--- config.mk ---
export PLATFORM = sky130hd
export DESIGN_NAME = spi_slave_fifo
export DESIGN_NICKNAME = d
export VERILOG_FILES = /design/src/rtl/spi_slave_fifo_pkg.sv /design/src/rtl/spi_sync_fifo.sv /design/src/rtl/spi_slave_fifo.sv
export SDC_FILE = /design/constraint.sdc
export NUM_CORES = 1
export LEC_CHECK = 0
export ABC_AREA = 1
export BUFFER_PORTS_ARGS = -buffer_cell sky130_fd_sc_hd__buf_2
export CORE_MARGIN = 1
export CORE_UTILIZATION = 45
export DETAILED_ROUTE_END_ITERATION = 8
export GPL_TIMING_DRIVEN = 0
export PLACE_DENSITY = 0.64
export SYNTH_ARGS = -nofsm -noshare
export SYNTH_HDL_FRONTEND = slang
export SYNTH_SLANG_ARGS = --single-unit
export TNS_END_PERCENT = 10
--- constraint.sdc ---
create_clock -name S_SYSCLK -period 4.55 [get_ports S_SYSCLK]
set_input_delay 0.2275 -clock S_SYSCLK [delete_from_list [all_inputs] [get_ports S_SYSCLK]]
set_output_delay 0.2275 -clock S_SYSCLK [all_outputs]
set_load 0.005 [all_outputs]
--- src/rtl/spi_slave_fifo_pkg.sv ---
`default_nettype none
// +--------------------------------------------------------------------+
// | spi_slave_fifo_pkg : shared types and constants for the SPI slave |
// | Rev 1.0                                                            |
// +--------------------------------------------------------------------+
package spi_slave_fifo_pkg;

   typedef enum logic [1:0] {
      ST_IDLE  = 2'd0,
      ST_LOAD  = 2'd1,
      ST_SHIFT = 2'd2
   } state_e;

   // Shortest character is MIN_CHAR_LEN+1 bits; shorter requests are widened.
   localparam int          MIN_CHAR_LEN      = 3;
   localparam logic [31:0] DEF_UNDERRUN_CHAR = 32'hFFFF_FFFF;

endpackage
`default_nettype wire

--- src/rtl/spi_sync_fifo.sv ---
`default_nettype none
// +--------------------------------------------------------------------+
// | spi_sync_fifo : single-clock FIFO, simultaneous push/pop when full |
// | Rev 1.0                                                            |
// +--------------------------------------------------------------------+
module spi_sync_fifo #(
   parameter int WIDTH = 16,
   parameter int DEPTH = 8
) (
   input  logic                     clk,
   input  logic                     rst,
   input  logic                     i_push,
   input  logic [WIDTH-1:0]         i_wdata,
   input  logic                     i_pop,
   output logic [WIDTH-1:0]         o_rdata,
   output logic                     o_full,
   output logic                     o_empty,
   output logic [$clog2(DEPTH):0]   o_level
);

   localparam int              c_aw         = $clog2(DEPTH);
   localparam logic [c_aw:0]   c_full_level = (c_aw+1)'(DEPTH);

   logic [WIDTH-1:0] mem_q [DEPTH];
   logic [c_aw-1:0]  wr_ptr_q, wr_ptr_d;
   logic [c_aw-1:0]  rd_ptr_q, rd_ptr_d;
   logic [c_aw:0]    level_q, level_d;
   logic             do_push, do_pop;

   // A pop frees a slot in the same cycle, so a push into a full FIFO is accepted then.
   always_comb begin
      do_pop   = i_pop & (level_q != '0);
      do_push  = i_push & ((level_q != c_full_level) | do_pop);
      wr_ptr_d = do_push ? wr_ptr_q + 1'b1 : wr_ptr_q;
      rd_ptr_d = do_pop  ? rd_ptr_q + 1'b1 : rd_ptr_q;
      level_d  = level_q;
      if (do_push && !do_pop) begin
         level_d = level_q + 1'b1;
      end else if (!do_push && do_pop) begin
         level_d = level_q - 1'b1;
      end
   end

   always_ff @(posedge clk) begin
      if (rst) begin
         wr_ptr_q <= '0;
         rd_ptr_q <= '0;
         level_q  <= '0;
      end else begin
         wr_ptr_q <= wr_ptr_d;
         rd_ptr_q <= rd_ptr_d;
         level_q  <= level_d;
      end
   end

   always_ff @(posedge clk) begin
      if (do_push) begin
         mem_q[wr_ptr_q] <= i_wdata;
      end
   end

   assign o_rdata = mem_q[rd_ptr_q];
   assign o_full  = (level_q == c_full_level);
   assign o_empty = (level_q == '0);
   assign o_level = level_q;

endmodule
`default_nettype wire

--- src/rtl/spi_slave_fifo.sv ---
`default_nettype none
// +--------------------------------------------------------------------+
// | spi_slave_fifo : oversampled SPI slave, 4 modes, TX/RX FIFOs       |
// | Rev 1.0                                                            |
// +--------------------------------------------------------------------+
module spi_slave_fifo
   import spi_slave_fifo_pkg::*;
#(
   parameter int                    CHAR_NBITS    = 16,
   parameter int                    FIFO_DEPTH    = 8,
   parameter logic [CHAR_NBITS-1:0] UNDERRUN_CHAR = DEF_UNDERRUN_CHAR[CHAR_NBITS-1:0]
) (
   input  logic                            S_SYSCLK,
   input  logic                            S_RESET,
   input  logic                            S_ENABLE,
   input  logic                            S_CPOL,
   input  logic                            S_CPHA,
   input  logic                            S_REV,
   input  logic [$clog2(CHAR_NBITS)-1:0]   S_CHAR_LEN,
   input  logic                            S_SPI_SCK,
   input  logic                            S_SPI_CS_B,
   input  logic                            S_SPI_MOSI,
   output logic                            S_SPI_MISO,
   output logic                            S_SPI_MISO_OE,
   input  logic [CHAR_NBITS-1:0]           S_TX_WDATA,
   input  logic                            S_TX_WVALID,
   output logic                            S_TX_WREADY,
   output logic [CHAR_NBITS-1:0]           S_RX_RDATA,
   output logic                            S_RX_RVALID,
   input  logic                            S_RX_RREADY,
   output logic [$clog2(FIFO_DEPTH):0]     S_TX_LEVEL,
   output logic [$clog2(FIFO_DEPTH):0]     S_RX_LEVEL,
   output logic                            S_OVERRUN,
   output logic                            S_UNDERRUN,
   output logic                            S_FRAME_ERR,
   input  logic                            S_STATUS_CLR,
   output logic                            S_BUSY
);

   localparam int                c_clw        = $clog2(CHAR_NBITS);
   localparam logic [c_clw-1:0]  c_min_len_m1 = c_clw'(MIN_CHAR_LEN);

   state_e                  state_q, state_d;
   logic [2:0]              sck_sync_q, sck_sync_d;
   logic [2:0]              cs_sync_q, cs_sync_d;
   logic [1:0]              mosi_sync_q, mosi_sync_d;
   logic                    cpol_q, cpol_d, cpha_q, cpha_d, rev_q, rev_d;
   logic [c_clw-1:0]        len_m1_q, len_m1_d;
   logic [c_clw:0]          cnt_q, cnt_d;
   logic [CHAR_NBITS-1:0]   tx_sr_q, tx_sr_d, rx_sr_q, rx_sr_d;
   logic [CHAR_NBITS-1:0]   rx_data_q, rx_data_d;
   logic                    rx_push_q, rx_push_d;
   logic                    miso_q, miso_d, oe_q, oe_d;
   logic                    overrun_q, overrun_d, underrun_q, underrun_d;
   logic                    frame_err_q, frame_err_d;

   logic                    sck_rise, sck_fall, lead_edge, trail_edge;
   logic                    sample_edge, shift_edge, cs_fall, abort, partial;
   logic [c_clw:0]          char_len;
   logic [CHAR_NBITS-1:0]   rx_next, load_word, tx_rdata;
   logic                    tx_pop, tx_full, tx_empty, rx_full, rx_empty;
   logic                    underrun_set, frame_set, overrun_set;

   // Index [1] is the synchronized level, index [2] its one-cycle-old copy.
   assign sck_rise    = sck_sync_q[1] & ~sck_sync_q[2];
   assign sck_fall    = ~sck_sync_q[1] & sck_sync_q[2];
   assign lead_edge   = cpol_q ? sck_fall : sck_rise;
   assign trail_edge  = cpol_q ? sck_rise : sck_fall;
   assign sample_edge = cpha_q ? trail_edge : lead_edge;
   assign shift_edge  = cpha_q ? lead_edge : trail_edge;
   assign cs_fall     = ~cs_sync_q[1] & cs_sync_q[2];
   assign abort       = cs_sync_q[1] | ~S_ENABLE;
   assign char_len    = {1'b0, len_m1_q} + 1'b1;
   assign partial     = (cnt_q != '0) && (cnt_q != char_len);

   always_comb begin
      sck_sync_d   = {sck_sync_q[1:0], S_SPI_SCK};
      cs_sync_d    = {cs_sync_q[1:0], S_SPI_CS_B};
      mosi_sync_d  = {mosi_sync_q[0], S_SPI_MOSI};
      state_d      = state_q;
      cpol_d       = cpol_q;
      cpha_d       = cpha_q;
      rev_d        = rev_q;
      len_m1_d     = len_m1_q;
      cnt_d        = cnt_q;
      tx_sr_d      = tx_sr_q;
      rx_sr_d      = rx_sr_q;
      rx_data_d    = rx_data_q;
      rx_push_d    = 1'b0;
      miso_d       = miso_q;
      oe_d         = oe_q;
      tx_pop       = 1'b0;
      underrun_set = 1'b0;
      frame_set    = 1'b0;
      load_word    = UNDERRUN_CHAR;
      // LSB-first chars enter at bit L-1 and walk down, leaving them right-justified.
      rx_next      = rev_q ? {rx_sr_q[CHAR_NBITS-2:0], mosi_sync_q[1]} : (rx_sr_q >> 1);
      if (!rev_q) begin
         rx_next[len_m1_q] = mosi_sync_q[1];
      end

      unique case (state_q)
         ST_IDLE: begin
            oe_d = 1'b0;
            if (S_ENABLE && cs_fall) begin
               cpol_d   = S_CPOL;
               cpha_d   = S_CPHA;
               rev_d    = S_REV;
               len_m1_d = (S_CHAR_LEN < c_min_len_m1) ? c_min_len_m1 : S_CHAR_LEN;
               cnt_d    = '0;
               state_d  = ST_LOAD;
            end
         end
         ST_LOAD, ST_SHIFT: begin
            if (abort) begin
               frame_set = partial;
               oe_d      = 1'b0;
               miso_d    = 1'b0;
               state_d   = ST_IDLE;
            end else if (state_q == ST_LOAD) begin
               if (!tx_empty) begin
                  tx_pop    = 1'b1;
                  load_word = tx_rdata;
               end else begin
                  underrun_set = 1'b1;
               end
               tx_sr_d = load_word;
               rx_sr_d = '0;
               cnt_d   = '0;
               miso_d  = rev_q ? load_word[len_m1_q] : load_word[0];
               oe_d    = 1'b1;
               state_d = ST_SHIFT;
            end else if (sample_edge) begin
               rx_sr_d = rx_next;
               cnt_d   = cnt_q + 1'b1;
               if (cnt_d == char_len) begin
                  rx_push_d = 1'b1;
                  rx_data_d = rx_next;
                  state_d   = ST_LOAD;
               end
            end else if (shift_edge && (cnt_q != '0)) begin
               // cnt_q==0 skips the first leading edge in CPHA=1: LOAD already drove bit 0.
               tx_sr_d = rev_q ? (tx_sr_q << 1) : (tx_sr_q >> 1);
               miso_d  = rev_q ? tx_sr_q[len_m1_q - 1'b1] : tx_sr_q[1];
            end
         end
         default: state_d = ST_IDLE;
      endcase
   end

   // Pop-before-push: a concurrent RX read makes room, so no overrun is flagged.
   assign overrun_set = rx_push_q & rx_full & ~(S_RX_RREADY & ~rx_empty);
   assign overrun_d   = overrun_set  | (overrun_q   & ~S_STATUS_CLR);
   assign underrun_d  = underrun_set | (underrun_q  & ~S_STATUS_CLR);
   assign frame_err_d = frame_set    | (frame_err_q & ~S_STATUS_CLR);

   always_ff @(posedge S_SYSCLK) begin
      if (S_RESET) begin
         state_q     <= ST_IDLE;
         sck_sync_q  <= '0;
         cs_sync_q   <= '1;
         mosi_sync_q <= '0;
         cpol_q      <= 1'b0;
         cpha_q      <= 1'b0;
         rev_q       <= 1'b0;
         len_m1_q    <= c_min_len_m1;
         cnt_q       <= '0;
         tx_sr_q     <= '0;
         rx_sr_q     <= '0;
         rx_data_q   <= '0;
         rx_push_q   <= 1'b0;
         miso_q      <= 1'b0;
         oe_q        <= 1'b0;
         overrun_q   <= 1'b0;
         underrun_q  <= 1'b0;
         frame_err_q <= 1'b0;
      end else begin
         state_q     <= state_d;
         sck_sync_q  <= sck_sync_d;
         cs_sync_q   <= cs_sync_d;
         mosi_sync_q <= mosi_sync_d;
         cpol_q      <= cpol_d;
         cpha_q      <= cpha_d;
         rev_q       <= rev_d;
         len_m1_q    <= len_m1_d;
         cnt_q       <= cnt_d;
         tx_sr_q     <= tx_sr_d;
         rx_sr_q     <= rx_sr_d;
         rx_data_q   <= rx_data_d;
         rx_push_q   <= rx_push_d;
         miso_q      <= miso_d;
         oe_q        <= oe_d;
         overrun_q   <= overrun_d;
         underrun_q  <= underrun_d;
         frame_err_q <= frame_err_d;
      end
   end

   spi_sync_fifo #(.WIDTH(CHAR_NBITS), .DEPTH(FIFO_DEPTH)) u_tx_fifo (
      .clk     (S_SYSCLK),
      .rst     (S_RESET),
      .i_push  (S_TX_WVALID),
      .i_wdata (S_TX_WDATA),
      .i_pop   (tx_pop),
      .o_rdata (tx_rdata),
      .o_full  (tx_full),
      .o_empty (tx_empty),
      .o_level (S_TX_LEVEL)
   );

   spi_sync_fifo #(.WIDTH(CHAR_NBITS), .DEPTH(FIFO_DEPTH)) u_rx_fifo (
      .clk     (S_SYSCLK),
      .rst     (S_RESET),
      .i_push  (rx_push_q),
      .i_wdata (rx_data_q),
      .i_pop   (S_RX_RREADY),
      .o_rdata (S_RX_RDATA),
      .o_full  (rx_full),
      .o_empty (rx_empty),
      .o_level (S_RX_LEVEL)
   );

   assign S_SPI_MISO    = miso_q;
   assign S_SPI_MISO_OE = oe_q;
   assign S_TX_WREADY   = ~tx_full;
   assign S_RX_RVALID   = ~rx_empty;
   assign S_OVERRUN     = overrun_q;
   assign S_UNDERRUN    = underrun_q;
   assign S_FRAME_ERR   = frame_err_q;
   assign S_BUSY        = (state_q != ST_IDLE);

endmodule
`default_nettype wire

==> results.sh, run 1 <==
export IMPL_result_of_the_run="finished clean"
export IMPL_syn_instance_count=1531
export IMPL_grt_ovfl_total=0
export IMPL_timing_critical_path_from_type="register"
export IMPL_drc=0
export IMPL_io_buffer_count=63
export IMPL_routabilityCongestion=0.957
export IMPL_fp_dieW_microns=187
export IMPL_cts_tree="done"
export IMPL_synth_seq_cells=358
export IMPL_synthesized_area_per_cell_sq_um=10.0
export IMPL_post_cts_resize_count=0
export IMPL_placementRows=67
export IMPL_ys_async_sr_fraction_pct=0
export IMPL_worst_endpoint_required_ns=4.97
export IMPL_slew_headroom_pct=34.5
export IMPL_p_leak_nw=6.42
export IMPL_finish_utilization_pct=53.4
export IMPL_fp_dieArea_sq_mm=0.0349
export IMPL_pwr_density_cell_mw_per_mm2=451
export IMPL_critical_path_reg2reg_endpoint="u_tx_fifo.o_level[3]$_SDFFE_PP0P_"
export IMPL_finish_net_count=1720
export IMPL_setup_crit_end_kind="register"
export IMPL_layout_cells_most_common="nand2_1"
export IMPL_finalHoldViolations=0
export IMPL_die_h_microns=187
export IMPL_fin_worst_skew_ns=0.0202
export IMPL_initial_core_util_pct=45.8
export IMPL_clkLatencyLatePin_ns=0.53
export IMPL_synth_xor_area_share_pct=1.01
export IMPL_vdd_drop_max_mv=0.255
export IMPL_antenna_cells=0
export IMPL_drt_pass1_iter_count=5
export IMPL_cts_hold_buf=19
export IMPL_tightest_slew_ns=0.981
export IMPL_syn_num_nets=1585
export IMPL_cp_slowest_cell="dfxtp_1"
export IMPL_synth_cell_area_sq_mm=0.0154
export IMPL_drt_vias_per_instance=5.43
export IMPL_setup_tns_after_final_layout_ns=0
export IMPL_synthSimpleGateAreaFrac_pct=18.8
export IMPL_h_tree_depth=2
export IMPL_wire_per_inst_microns=18.6
export IMPL_hold_start="S_TX_WDATA[2]"
export IMPL_crit_path_max_incr_delay_ns=0.38
export IMPL_final_cell_mix="nand2_1, edfxtp_1, nor2_1"
export IMPL_synth_top_family_by_area="simple AND/OR/NAND/NOR gates"
export IMPL_ff_to_ff_start="state_q[1]$_SDFFE_PP0P_"
export IMPL_synth_cell_type_count=45
export IMPL_biggest_fanout_along_the_worst_timing_path=7
export IMPL_grt_pass1_wl_microns=63000
export IMPL_drt_iter0_drc=982
export IMPL_grt_pass1_vias=11300
export IMPL_cp_startpoint="state_q[1]$_SDFFE_PP0P_"
export IMPL_setup_fix_buffers_added_after_clock_tree_synthesis=0
export IMPL_hold_path_depth=1
export IMPL_drtAntennaViolNets=0
export IMPL_synth_compound_area_share_pct=9.52
export IMPL_largest_net_degree_at_the_start_of_global_routing=17
export IMPL_max_clock_freq_ghz=0.299
export IMPL_min_to="u_tx_fifo.mem_q[6][2]$_DFFE_PP_"
export IMPL_cts_buffer_depth=3
export IMPL_total_wire_length_microns=39900
export IMPL_dr_total_vias=11600
export IMPL_final_min_clock_period_ns=3.35
export IMPL_critPathArrivalTime_ns=3.76
export IMPL_core_area_sq_mm=0.0335
export IMPL_groute_usage_overall_pct=23.1
export IMPL_muxShareOfSynthArea_pct=1.04
export IMPL_numClockSinks=358
export IMPL_layout_worst_path_cycle_share_pct=73.6
export IMPL_synthToLayoutAreaGrowth_pct=16.5
export IMPL_place_hpwl_microns=27800
export IMPL_r2r_worst_path_cells=17
export IMPL_clock_root_buffer="clkbuf_16"
export IMPL_worst_path_cell_trace="inv_1, ha_1, inv_1, nor2_1, nand2_1, nor2_1, inv_1, ha_1, inv_1, ha_1, a21o_1, a21oi_1, nor2_1, nor2_1, nand2_1, o21ai_0, a21oi_1"
export IMPL_io_pins=64
export IMPL_numCtsBuffers=39
export IMPL_rsz0062_at_grt="false"
export IMPL_hold_path_class="in -> reg"
export IMPL_cap_viol_max_count=0
export IMPL_synth_yosys_seq_area_share_pct=63.3
export IMPL_synthAdderAreaFrac_pct=1.89
export IMPL_setup_reg_to_reg_worst_slack_ns=1.20
export IMPL_slew_violations=0
export IMPL_yosys_most_used_dff="edfxtp_1"
export IMPL_worstSetupPathType="reg -> reg"
export IMPL_post_synth_edffs=256
export IMPL_synth_warnings=0
export IMPL_final_setup_viol_count=0
export IMPL_grt_antenna_before_repair=0
export IMPL_layout_drive_gt1_share_pct=11.4
export IMPL_clkSlewWorstSetupHoldPaths_ns=0.06
==> state kept, by name, indices dropped and copies added, names as in the netlist, 4 cells and up, named ones only <==
| name | cells |
|---|---|
| cnt_q | 5 |
| u_rx_fifo.mem_q | 128 |
| rx_sr_q | 16 |
| len_m1_q | 4 |
| u_rx_fifo.o_level | 4 |
| u_tx_fifo.o_level | 4 |
| u_tx_fifo.mem_q | 128 |
| rx_data_q | 16 |
| tx_sr_q | 16 |
==> worst max-delay path, delay by kind of cell, from the launching register on <==
family | cells | cell delay, ns
AOI/OAI and AO/OA | 4 | 0.56
DFF | 1 | 0.38
and+or+nand+nor | 6 | 1.10
buffers and inverters | 4 | 0.38
adders and majority gates | 3 | 0.84
==> cell usage after synthesis (11+ instances only) <==
cell type,n,area (sq um)
xor2_1,11,96.3
inv_1,79,297
a31oi_1,18,113
nand3_1,134,671
nand2_1,289,1080
a21oi_1,83,415
nor2_1,209,785
o22ai_1,17,106
o21ai_0,138,691
dfxtp_1,102,2040
ha_1,20,250
buf_2,14,70.1
mux2i_1,16,160
edfxtp_1,256,7690
nand4_1,26,163
clkbuf_1,53,199
==> how the worst max path moves through the flow <==
| stage | slack [ns] | end |
|---|---|---|
| after floorplan | 1.77 | u_tx_fifo.o_level[3]$_SDFFE_PP0P_ |
| after global placement | 0.90 | u_tx_fifo.mem_q[2][4]$_DFFE_PP_ |
| after detailed placement | 1.27 | u_tx_fifo.o_level[3]$_SDFFE_PP0P_ |
| after CTS | 1.26 | u_tx_fifo.o_level[3]$_SDFFE_PP0P_ |
| after global routing | 0.84 | u_tx_fifo.o_level[3]$_SDFFE_PP0P_ |
| final | 1.20 | u_tx_fifo.o_level[3]$_SDFFE_PP0P_ |
==> logic make-up (layout without fill, tap and decap cells) <==
| family | after synthesis | after routing |
|---|---|---|
| AO/OA/AOI/OAI | 275 | 275 |
| XOR/XNOR | 16 | 16 |
| adder cells (fa/ha/maj) | 22 | 22 |
| buffers and inverters | 164 | 329 |
| flip-flops | 358 | 358 |
| multiplexers | 16 | 16 |
| AND/OR/NAND/NOR | 680 | 680 |
==> report_power, final <==
| group | switching, W | internal, W | total [W] |
|---|---|---|---|
| logic | 0.000904 | 0.000468 | 0.00137 |
| clock network | 0.00127 | 0.00180 | 0.00307 |
| registers | 0.0000687 | 0.00356 | 0.00363 |
==> routing by layer <==
metal,wire length [microns],GRT usage [%]
met4,1180,7.47
met1,17800,32.6
met2,18200,36.9
met3,2790,3.31
met5,0,0
==> area by class of cell <==
| type | count | area (sq um) |
|---|---|---|
| fill | 2961 | 15600 |
| tap | 448 | 561 |
| timing repair buffer | 94 | 686 |
| multi-input combinational | 1009 | 4990 |
| inverter | 87 | 334 |
| sequential | 358 | 9730 |
| buffer | 77 | 344 |
| clock inverter | 18 | 160 |
| clock buffer | 53 | 1090 |
==> through the flow <==
stage	setup slack [ns]	instances	instance area, sq um	hold WS (ns)	power, W
after floorplan	1.77	1531	15400	0.326	0.00452
after global placement	0.901	2042	16200	0.393	0.00502
after detailed placement	1.27	2054	16500	0.395	0.00506
after CTS	1.26	2144	17900	0.0000108	0.00812
after global routing	0.838	2144	17900	0.0190	0.00842
final	1.20	2144	17900	0.0115	0.00807
Note: power is estimated with default switching activity, not from simulation.
==> inputs of run 2 (changes only) <==
Settings changed: PLACE_DENSITY 0.64 to 0.67.
Clock period 4.55 ns to 2.76 ns, I/O delays scaled along.
==> results.sh, run 2 (synthesis gave the netlist of run 1 again) <==
export IMPL_grt_pass1_vias=11300
export IMPL_timing_critical_path_from_type="register"
export IMPL_die_h_microns=187
export IMPL_clkLatencyLatePin_ns=0.52
export IMPL_placedInstanceArea_sq_mm=0.0165
export IMPL_numCtsBuffers=38
export IMPL_total_power_w=0.0134
export IMPL_tightest_slew_ns=0.941
export IMPL_dr_total_vias=11900
export IMPL_cts_buffer_depth=3
export IMPL_groute_usage_overall_pct=23.0
export IMPL_drc=0
export IMPL_internal_power_w=0.00967
export IMPL_drt_vias_per_instance=5.49
export IMPL_largest_net_degree_at_the_start_of_global_routing=17
export IMPL_clock_root_buffer="clkbuf_16"
export IMPL_post_layout_nonfiller_instances=2161
export IMPL_critPathArrivalTime_ns=2.49
export IMPL_wire_per_inst_microns=18.7
export IMPL_drt_pass1_iter_count=5
export IMPL_pwr_share_clk_pct=37.6
export IMPL_worst_endpoint_required_ns=2.62
export IMPL_finish_utilization_pct=54.1
export IMPL_numClockSinks=358
export IMPL_biggest_fanout_along_the_worst_timing_path=10
export IMPL_io_buffer_count=63
export IMPL_setup_crit_end_kind="output port"
export IMPL_grt_pass1_wl_microns=62700
export IMPL_grt_antenna_before_repair=0
export IMPL_layout_cells_most_common="nand2_1"
export IMPL_power_switching_w=0.00371
export IMPL_finish_net_count=1737
export IMPL_reg_top3="u_rx_fifo.mem_q (128), u_tx_fifo.mem_q (128)"
export IMPL_synthToLayoutAreaGrowth_pct=18.1
export IMPL_initial_core_util_pct=45.8
export IMPL_drt_iter0_drc=1152
export IMPL_slew_headroom_pct=37.2
export IMPL_slew_violations=0
export IMPL_final_setup_viol_count=0
export IMPL_rsz0062_at_grt="true"
export IMPL_place_hpwl_microns=27800
export IMPL_fp_dieArea_sq_mm=0.0349
export IMPL_place_detailed_instances=2055
export IMPL_core_area_sq_mm=0.0335
export IMPL_placementRows=67
export IMPL_io_pins=64
export IMPL_drtAntennaViolNets=0
export IMPL_vdd_drop_max_mv=0.488
export IMPL_clkSlewWorstSetupHoldPaths_ns=0.06
export IMPL_routabilityCongestion=0.889
export IMPL_max_clock_freq_ghz=0.381
export IMPL_h_tree_depth=2
export IMPL_fin_worst_skew_ns=0.0165
export IMPL_result_of_the_run="finished clean"
export IMPL_total_wire_length_microns=40400
export IMPL_hold_path_class="in -> reg"
export IMPL_power_share_combinational_pct=17.6
export IMPL_layout_drive_gt1_share_pct=13.4
export IMPL_layout_worst_path_cycle_share_pct=95.1
export IMPL_antenna_cells=0
export IMPL_fp_dieW_microns=187
export IMPL_final_cell_mix="nand2_1, edfxtp_1, nor2_1"
export IMPL_cts_tree="done"
export IMPL_final_hold_worst_slack_ns=0.00566
export IMPL_switching_share_pct=27.7
export IMPL_grt_ovfl_total=0
export IMPL_p_leak_nw=6.60
export IMPL_power_sequential_fraction_pct=44.8
export IMPL_finalHoldViolations=0
export IMPL_pwr_density_cell_mw_per_mm2=738
export IMPL_final_min_clock_period_ns=2.63
export IMPL_layout_cell_area_non_filler_sq_mm=0.0181
export IMPL_cap_viol_max_count=0
export IMPL_worstSetupPathType="reg -> out"
run 2: cell count changes in the layout (fill, tap and decap cells not counted), sizes merged:
cell and change:
buf +11, bufinv +1, dlygate4sd3 +8, clkinv -9, inv +1, clkbuf +5
run 2: area by class of cell:
| class | count | area (sq um) |
|---|---|---|
| plain buffers | 76 | 344 |
| clock buffers | 59 | 1070 |
| clock inverters | 11 | 154 |
| fillers | 3002 | 15400 |
| inverters | 87 | 334 |
| multi-input cells | 1009 | 5080 |
| flip-flops and latches | 358 | 9730 |
| well taps | 448 | 561 |
| repair buffers | 113 | 862 |
run 2: routing by layer:
metal / GRT usage (%) / vias up / wire length [microns]
met1: 31.8 / 5682 / 17400
met3: 3.52 / 64 / 3170
met2: 37.7 / 505 / 19000
li1: - / 5619 / -
met5: 0 / - / 0
met4: 6.62 / 0 / 848
run 2: worst max-delay path, cell delays in order (launching register included):
cell	delay [ns]
dfxtp_1	0.34
clkbuf_1	0.34
clkbuf_1	0.53
nor2_1	0.12
o22ai_1	0.17
nor2_1	0.08
a31oi_1	0.24
buf_2	0.16
run 2: path summary, 6_finish.rpt:
path	start	endpoint	slack, ns	cells past startpoint
max	register	S_RX_RDATA[13]	0.13	7
min	S_STATUS_CLR	S_FRAME_ERR$_SDFF_PP0_	0.006	4
max reg2reg	state_q[0]$_SDFFE_PP0P_	u_tx_fifo.o_level[3]$_SDFFE_PP0P_	0.17	18
min reg2reg	sck_sync_q[0]$_SDFF_PP0_	sck_sync_q[1]$_SDFF_PP0_	0.40	2
run 2: power by group through the flow:
| stage | sequential [W] | combinational [W] | clock [W] |
|---|---|---|---|
| after floorplan | 0.00608 | 0.00135 | 0 |
| after global placement | 0.00609 | 0.00214 | 0 |
| after detailed placement | 0.00610 | 0.00221 | 0 |
| after CTS | 0.00599 | 0.00230 | 0.00511 |
| after global routing | 0.00602 | 0.00262 | 0.00530 |
| final | 0.00600 | 0.00235 | 0.00503 |
run 2: metrics by stage:
step | TNS [ns] | setup WS, ns
finish | 0 | 0.135
global route | -0.0538 | -0.0374
CTS | 0 | 0.0216
detailed placement | -4.97 | -0.434
global placement | -140.00 | -0.896
floorplan | 0 | 0.0656
run 2: timing repair:
item / 4_1_cts / 5_1_grt
endpoints found under the hold margin: 140 / 0
pin swaps: 3 / 7
endpoints found under the setup margin: 57 / 14
buffers inserted: 3 / 7
resized for setup: 17 / 19
hold buffers: 27 / 0
